--- src/rtl/shot_sequencer.sv ---
// -----------------------------------------------------------------------------
// shot_sequencer
//
// Sequences a single basketball shot: waits for a shoot press, launches the
// ball, watches the ball position until the shot is a make (ball drops through
// the rim row inside the hoop span) or a miss (floor, right edge, or shot
// clock expiry), reports the result, then holds the kinematic block in reset
// for a settle period before reloading the shot clock and returning to idle.
//
// Ports
//   CLK100MHZ     in   1   sole clock, rising edge
//   rst           in   1   synchronous active-high reset
//   btn_shoot     in   1   shoot request level (synchronized); rising edge acts
//   shot_zero     in   1   shot clock expired
//   ball_x        in  10   current ball column
//   ball_y        in  10   current ball row (grows downward)
//   kin_rst       out  1   reset to the kinematic block (high in SETTLE/reset)
//   launch        out  1   one-cycle pulse starting a shot
//   clk_restart   out  1   one-cycle pulse reloading the shot clock
//   result_valid  out  1   one-cycle pulse when a shot is resolved
//   result_made   out  1   1 = made, 0 = miss; held until the next result
//   attempts      out  8   shots launched since reset (saturating)
//   makes         out  8   shots made since reset (saturating)
//   state         out  3   IDLE=0 FLIGHT=1 SCORE=2 MISS=3 SETTLE=4
//
// Every output is driven straight from a register. The FSM next-state logic
// also computes the next value of each output, so pulses coincide with the
// state they belong to (launch with the first FLIGHT cycle, result_valid with
// SCORE/MISS, clk_restart with the last SETTLE cycle).
// -----------------------------------------------------------------------------
module shot_sequencer #(
   parameter logic [9:0]  HOOP_X_MIN    = 10'd560,
   parameter logic [9:0]  HOOP_X_MAX    = 10'd600,
   parameter logic [9:0]  HOOP_Y        = 10'd160,
   parameter logic [9:0]  FLOOR_Y       = 10'd470,
   parameter logic [9:0]  X_LIMIT       = 10'd639,
   parameter logic [23:0] SETTLE_CYCLES = 24'd5_000_000
) (
   input  logic       CLK100MHZ,
   input  logic       rst,
   input  logic       btn_shoot,
   input  logic       shot_zero,
   input  logic [9:0] ball_x,
   input  logic [9:0] ball_y,
   output logic       kin_rst,
   output logic       launch,
   output logic       clk_restart,
   output logic       result_valid,
   output logic       result_made,
   output logic [7:0] attempts,
   output logic [7:0] makes,
   output logic [2:0] state
);

   typedef enum logic [2:0] {
      ST_IDLE   = 3'd0,
      ST_FLIGHT = 3'd1,
      ST_SCORE  = 3'd2,
      ST_MISS   = 3'd3,
      ST_SETTLE = 3'd4
   } state_t;

   // Terminal value of the settle counter.
   localparam logic [23:0] SETTLE_LAST = SETTLE_CYCLES - 24'd1;

   // ------------------------------------------------------------------
   // Registers
   // ------------------------------------------------------------------
   state_t      r_state;
   logic [23:0] r_settle_cnt;
   logic [9:0]  r_y_prev;
   logic        r_btn_prev;
   logic        r_kin_rst;
   logic        r_launch;
   logic        r_clk_restart;
   logic        r_result_valid;
   logic        r_result_made;
   logic [7:0]  r_attempts;
   logic [7:0]  r_makes;

   // ------------------------------------------------------------------
   // Combinational next values
   // ------------------------------------------------------------------
   state_t      w_state_next;
   logic [23:0] w_settle_cnt_next;
   logic        w_launch_next;
   logic        w_clk_restart_next;
   logic        w_result_valid_next;
   logic        w_result_made_next;
   logic        w_kin_rst_next;
   logic [7:0]  w_attempts_next;
   logic [7:0]  w_makes_next;

   logic        w_shoot_edge;
   logic        w_in_hoop_x;
   logic        w_make;
   logic        w_miss;

   assign w_shoot_edge = btn_shoot & ~r_btn_prev;

   assign w_in_hoop_x = (ball_x >= HOOP_X_MIN) && (ball_x <= HOOP_X_MAX);

   // A make is a downward crossing of the rim row: last cycle above it,
   // this cycle at or below it, while inside the hoop span.
   assign w_make = (r_y_prev < HOOP_Y) && (ball_y >= HOOP_Y) && w_in_hoop_x;

   assign w_miss = (ball_y >= FLOOR_Y) || (ball_x >= X_LIMIT) || shot_zero;

   // ------------------------------------------------------------------
   // Next-state and next-output logic
   // ------------------------------------------------------------------
   always_comb begin
      w_state_next        = r_state;
      w_settle_cnt_next   = r_settle_cnt;
      w_launch_next       = 1'b0;
      w_result_valid_next = 1'b0;
      w_result_made_next  = r_result_made;
      w_attempts_next     = r_attempts;
      w_makes_next        = r_makes;

      case (r_state)
         ST_IDLE: begin
            // Ball motion and shot clock are irrelevant until a shot starts.
            if (w_shoot_edge) begin
               w_state_next  = ST_FLIGHT;
               w_launch_next = 1'b1;
               if (r_attempts != 8'hFF) begin
                  w_attempts_next = r_attempts + 8'd1;
               end
            end
         end

         ST_FLIGHT: begin
            // Make is checked first so a coincident miss condition loses.
            if (w_make) begin
               w_state_next        = ST_SCORE;
               w_result_valid_next = 1'b1;
               w_result_made_next  = 1'b1;
               // Bounded by attempts as well as by 255, so the make count
               // can never overtake the launch count.
               if ((r_makes != 8'hFF) && (r_makes < r_attempts)) begin
                  w_makes_next = r_makes + 8'd1;
               end
            end else if (w_miss) begin
               w_state_next        = ST_MISS;
               w_result_valid_next = 1'b1;
               w_result_made_next  = 1'b0;
            end
         end

         ST_SCORE, ST_MISS: begin
            w_state_next      = ST_SETTLE;
            w_settle_cnt_next = 24'd0;
         end

         ST_SETTLE: begin
            if (r_settle_cnt >= SETTLE_LAST) begin
               w_state_next      = ST_IDLE;
               w_settle_cnt_next = 24'd0;
            end else begin
               w_settle_cnt_next = r_settle_cnt + 24'd1;
            end
         end

         default: begin
            // Unreachable encodings recover through a full settle period.
            w_state_next      = ST_SETTLE;
            w_settle_cnt_next = 24'd0;
         end
      endcase

      // Registered outputs are computed from the upcoming state so they
      // line up with it: kin_rst covers exactly the SETTLE cycles and
      // clk_restart marks the final SETTLE cycle.
      w_kin_rst_next     = (w_state_next == ST_SETTLE);
      w_clk_restart_next = (w_state_next == ST_SETTLE) &&
                           (w_settle_cnt_next == SETTLE_LAST);
   end

   // ------------------------------------------------------------------
   // State register
   // ------------------------------------------------------------------
   always_ff @(posedge CLK100MHZ) begin
      // The button history is tracked even in reset so that a button held
      // through reset does not count as a fresh press afterwards.
      r_btn_prev <= btn_shoot;

      if (rst) begin
         r_state        <= ST_IDLE;
         r_settle_cnt   <= 24'd0;
         r_y_prev       <= 10'd0;
         r_kin_rst      <= 1'b1;
         r_launch       <= 1'b0;
         r_clk_restart  <= 1'b0;
         r_result_valid <= 1'b0;
         r_result_made  <= 1'b0;
         r_attempts     <= 8'd0;
         r_makes        <= 8'd0;
      end else begin
         r_state        <= w_state_next;
         r_settle_cnt   <= w_settle_cnt_next;
         r_kin_rst      <= w_kin_rst_next;
         r_launch       <= w_launch_next;
         r_clk_restart  <= w_clk_restart_next;
         r_result_valid <= w_result_valid_next;
         r_result_made  <= w_result_made_next;
         r_attempts     <= w_attempts_next;
         r_makes        <= w_makes_next;

         // y_prev is captured on the launch edge and then every FLIGHT
         // cycle, so it always holds the previous cycle's row in FLIGHT.
         if (w_launch_next || (r_state == ST_FLIGHT)) begin
            r_y_prev <= ball_y;
         end
      end
   end

   // ------------------------------------------------------------------
   // Outputs
   // ------------------------------------------------------------------
   assign kin_rst      = r_kin_rst;
   assign launch       = r_launch;
   assign clk_restart  = r_clk_restart;
   assign result_valid = r_result_valid;
   assign result_made  = r_result_made;
   assign attempts     = r_attempts;
   assign makes        = r_makes;
   assign state        = r_state;

endmodule

--- config.mk ---
export PLATFORM = sky130hd
export DESIGN_NAME = shot_sequencer
export DESIGN_NICKNAME = d
export VERILOG_FILES = /design/src/rtl/shot_sequencer.sv
export SDC_FILE = /design/constraint.sdc
export NUM_CORES = 1
export LEC_CHECK = 0
export CAP_MARGIN = 20
export CORE_UTILIZATION = 54
export DETAILED_ROUTE_END_ITERATION = 8
export HOLD_SLACK_MARGIN = 0.08
export MAX_ROUTING_LAYER = met4
export PLACE_DENSITY_LB_ADDON = 0.05
export SKIP_CTS_REPAIR_TIMING = 1
export SYNTH_ARGS = -nofsm -noshare
export SYNTH_HDL_FRONTEND = slang
export SYNTH_SLANG_ARGS = --single-unit
--- constraint.sdc ---
create_clock -name CLK100MHZ -period 2.7 [get_ports CLK100MHZ]
set_input_delay 0.27 -clock CLK100MHZ [delete_from_list [all_inputs] [get_ports CLK100MHZ]]
set_output_delay 0.27 -clock CLK100MHZ [all_outputs]
set_load 0.01 [all_outputs]
==> results.py, run 1 <==
metrics = {
    "synth": {
        "synth-async-reset-ratio_pct": 0,
        "synthTopCellsByCount": "sky130_fd_sc_hd__nor2_1, sky130_fd_sc_hd__dfxtp_1, sky130_fd_sc_hd__a21oi_1, sky130_fd_sc_hd__nand2_1, sky130_fd_sc_hd__clkbuf_1",
        "synth-main-ff-cell": "sky130_fd_sc_hd__dfxtp_1",
        "synth_nets": 435,
        "synth_seq_cells": 54,
        "yosysWarnings": 0,
        "gate_count_post_synth": 401,
        "syn_area_per_cell_sq_um": 7.91,
        "post-synth-top-count-cell": "sky130_fd_sc_hd__nor2_1",
        "synth_enable_flop_cells": 0,
        "yosysTopAreaCellShare_pct": 34.1,
        "synth.cell_area_sq_um": 3170,
        "synth_top_area_cell": "sky130_fd_sc_hd__dfxtp_1",
        "synth_sequential_area_ratio_pct": 34.1,
        "yosysUniqueCellTypes": 62,
        "ys_top_cells_by_area": "sky130_fd_sc_hd__dfxtp_1, sky130_fd_sc_hd__nor2_1, sky130_fd_sc_hd__a21oi_1",
    },
    "power": {
        "power.ir.vdd_worst_v": 0.000219,
        "power_mw": 1.56,
        "power.leakage_nw": 1.39,
        "power_density_nw_per_um2": 398,
    },
    "drt": {
        "remaining_drc_errors": 0,
        "dr_total_vias": 3251,
        "postRouteWirelength_microns": 8150,
        "first_pass_iters": 5,
        "antenna_violating_nets_post_route": 0,
        "detail_route.vias_per_cell": 6.18,
        "detail_route.wl_per_cell_microns": 15.5,
        "drt_first_iter_violations": 298,
    },
    "grt": {
        "grt_pass1_wl_microns": 13800,
        "grt_pass1_vias": 2967,
        "grt_start_max_net_pins": 54,
        "grt.overflow.total": 0,
        "antenna_violations_before_repair": 0,
        "grt_use_total_pct": 28.4,
    },
    "placement": {
        "dpl.hpwl_microns": 5640,
        "preCtsSetupSlack_ns": 0.0935,
        "postPlaceCellArea_sq_um": 3790,
        "routabilityCongestion": 0.890,
        "numPortBuffers": 46,
    },
    "sta": {
        "layout_min_cycle_time_ns": 2.58,
        "worst_clock_skew_ns": 0.00673,
        "finalSetupViolations": 0,
        "max_slew_violation_total_from_the_final_report": 0,
        "rsz_0062_raised_after_global_routing": "no",
        "final-hold-violation-count": 0,
        "clock.fmax_ghz": 0.388,
        "timing.setup.tns_ns": 0,
        "worst_slew_margin_rel_pct": 37.4,
        "fin_worst_hold_slack_ns": 0.460,
        "finalWorstSetupSlack_ns": 0.122,
        "layout_worst_path_cycle_share_pct": 95.5,
        "worstMarginPinSlew_ns": 0.939,
    },
    "critical_path": {
        "regToRegSetupSlack_ns": 0.12,
        "worst-path-max-fanout": 4,
        "critPathKind": "reg2reg",
        "cp.buffers_inverters": 2,
        "crit_chain": "buf_4 -> nand4_1 -> buf_4 -> or4_1 -> nor4_2 -> nand3_1 -> nand3_1 -> nand4_1 -> nor4_2",
        "timing.critical_path.slowest_stage_cell": "sky130_fd_sc_hd__or4_1",
        "worst_setup_path_start_kind": "flip-flop",
        "critical-path-max-stage-delay_ns": 0.58,
        "timing.critical_path.depth": 9,
        "cpLargestDelayFamily": "simple AND/OR/NAND/NOR gates",
        "cp_data_arrival_time_ns": 2.80,
        "timing.rr.start": "r_settle_cnt[11]$_SDFF_PP0_",
        "r2r_cells": 9,
        "timing.critical_path.required_ns": 2.92,
        "r2r_endpoint": "clk_restart$_SDFF_PP0_",
        "critPathCaptureType": "flip-flop",
    },
    "finish": {
        "insertedDiodeCount": 0,
        "layout-drive-gt1-share_pct": 10.6,
        "layout.nets": 487,
        "finish.instance_area_sq_um": 3920,
        "layout-area-overhead-vs-synth_pct": 23.7,
    },
    "min_path": {
        "hold_path.class": "in2reg",
        "timing.hold.worst.start": "btn_shoot",
        "min_path_cells": 1,
        "hold_path_end": "r_btn_prev$_DFF_P_",
    },
    "clocking": {
        "cts_root_buffer": "sky130_fd_sc_hd__clkbuf_8",
        "numCtsBuffers": 5,
        "clk_path_buf_depth": 2,
        "cts_tree": "yes",
        "htree_num_levels": 2,
        "cts_sinks": 54,
        "latest_clock_arrival_within_the_worst_skew_pair_ns": 0.31,
        "clkTransAtPathRegs_ns": 0.10,
    },
    "floorplanning": {
        "fp.dieH_microns": 78.6,
        "design.portCount": 48,
        "die_w_microns": 78.6,
        "core_area_sq_um": 5570,
        "die_area_sq_um": 6180,
        "rows": 27,
        "initial_core_util_pct": 56.9,
    },
    "status": {
        "status": "finished clean",
    },
    "run": {
        "drv_cap": 0,
    },
}
-- layout make-up --
type                       count  area (sq um)
sequential                    54          1080
clock inverter                 3          40.0
tap                           72          90.1
multi-input combinational    309          1950
timing repair buffer          69           641
clock buffer                   5          68.8
inverter                      14          52.6
fill                         469          1650
-- through the flow --
stage / std cells / util, %
floorplan: 401 / -
global placement: 517 / 68.0
detailed placement: 517 / 68.0
CTS: 525 / 70.0
global route: 526 / 70.4
finish: 526 / 70.4
-- routing by layer --
layer / vias to the layer above / wire, microns / global-route usage (%)
li1: 1581 / - / -
met1: 1502 / 3810 / 38.0
met2: 150 / 3620 / 43.7
met3: 18 / 593 / 4.42
met4: 0 / 131 / 9.44
met5: - / 0 / -
-- power breakdown --
group          internal, mW  total [mW]  switching, mW  leakage, nW
Sequential            0.813       0.826         0.0134        0.438
Combinational        0.0934       0.197          0.103        0.893
Clock                 0.273       0.539          0.266       0.0579
Total                  1.18        1.56          0.382         1.39
-- cells in the final DEF, fill, tap and decap left out, drive strengths merged, types with 4 or more instances in the layout --
master,n
a211oi,5
a21o,5
a21oi,34
a31oi,8
and2,4
and3,4
buf,24
clkbuf,5
clkdlybuf4s50,45
dfxtp,54
ha,10
inv,14
mux2i,7
nand2,27
nand3,16
nand3b,4
nand4,13
nor2,61
nor3,8
nor4,8
o2111ai,4
o21ai,21
o31ai,6
or3,6
or4,5
xnor2,9
-- cells by family (layout without fill, tap and decap cells) --
group                    Yosys count  after routing  share of synthesized area [%]
AND/OR/NAND/NOR                  175            175                           29.1
XOR/XNOR                          11             11                           3.04
adder cells (fa/ha/maj)           10             10                           3.94
buffers and inverters             38             91                           4.89
flip-flops                        54             54                           34.1
multiplexers                       8              8                           2.56
AO/OA/AOI/OAI                    105            105                           22.4
-- how the worst max path moves through the flow --
| stage | start | end | slack (ns) |
|---|---|---|---|
| after floorplan | r_settle_cnt[0]$_SDFF_PP0_ | clk_restart$_SDFF_PP0_ | 0.41 |
| after global placement | ball_x[2] | makes[5]$_SDFFE_PP0P_ | 0.16 |
| after detailed placement | ball_x[2] | makes[7]$_SDFFE_PP0P_ | 0.09 |
| after CTS | r_settle_cnt[10]$_SDFF_PP0_ | clk_restart$_SDFF_PP0_ | 0.12 |
| after global routing | r_settle_cnt[11]$_SDFF_PP0_ | clk_restart$_SDFF_PP0_ | 0.04 |
| final | r_settle_cnt[11]$_SDFF_PP0_ | clk_restart$_SDFF_PP0_ | 0.12 |
-- sequential cells by signal, summed over array words and instances (netlist names), 3 cells and up --
register,cells
attempts,8
makes,8
r_settle_cnt,24
state,3
r_y_prev,5
No activity file was read; power rests on OpenSTA's default activity.
==> run 2, diff against run 1 <==
--- a/config.mk
+++ b/config.mk
@@ -15,3 +15,4 @@
 export SYNTH_ARGS = -nofsm -noshare
 export SYNTH_HDL_FRONTEND = slang
 export SYNTH_SLANG_ARGS = --single-unit
+export TNS_END_PERCENT = 30
==> results of run 2 <==
Final layout, timing and power as in run 1 (identical DEF).
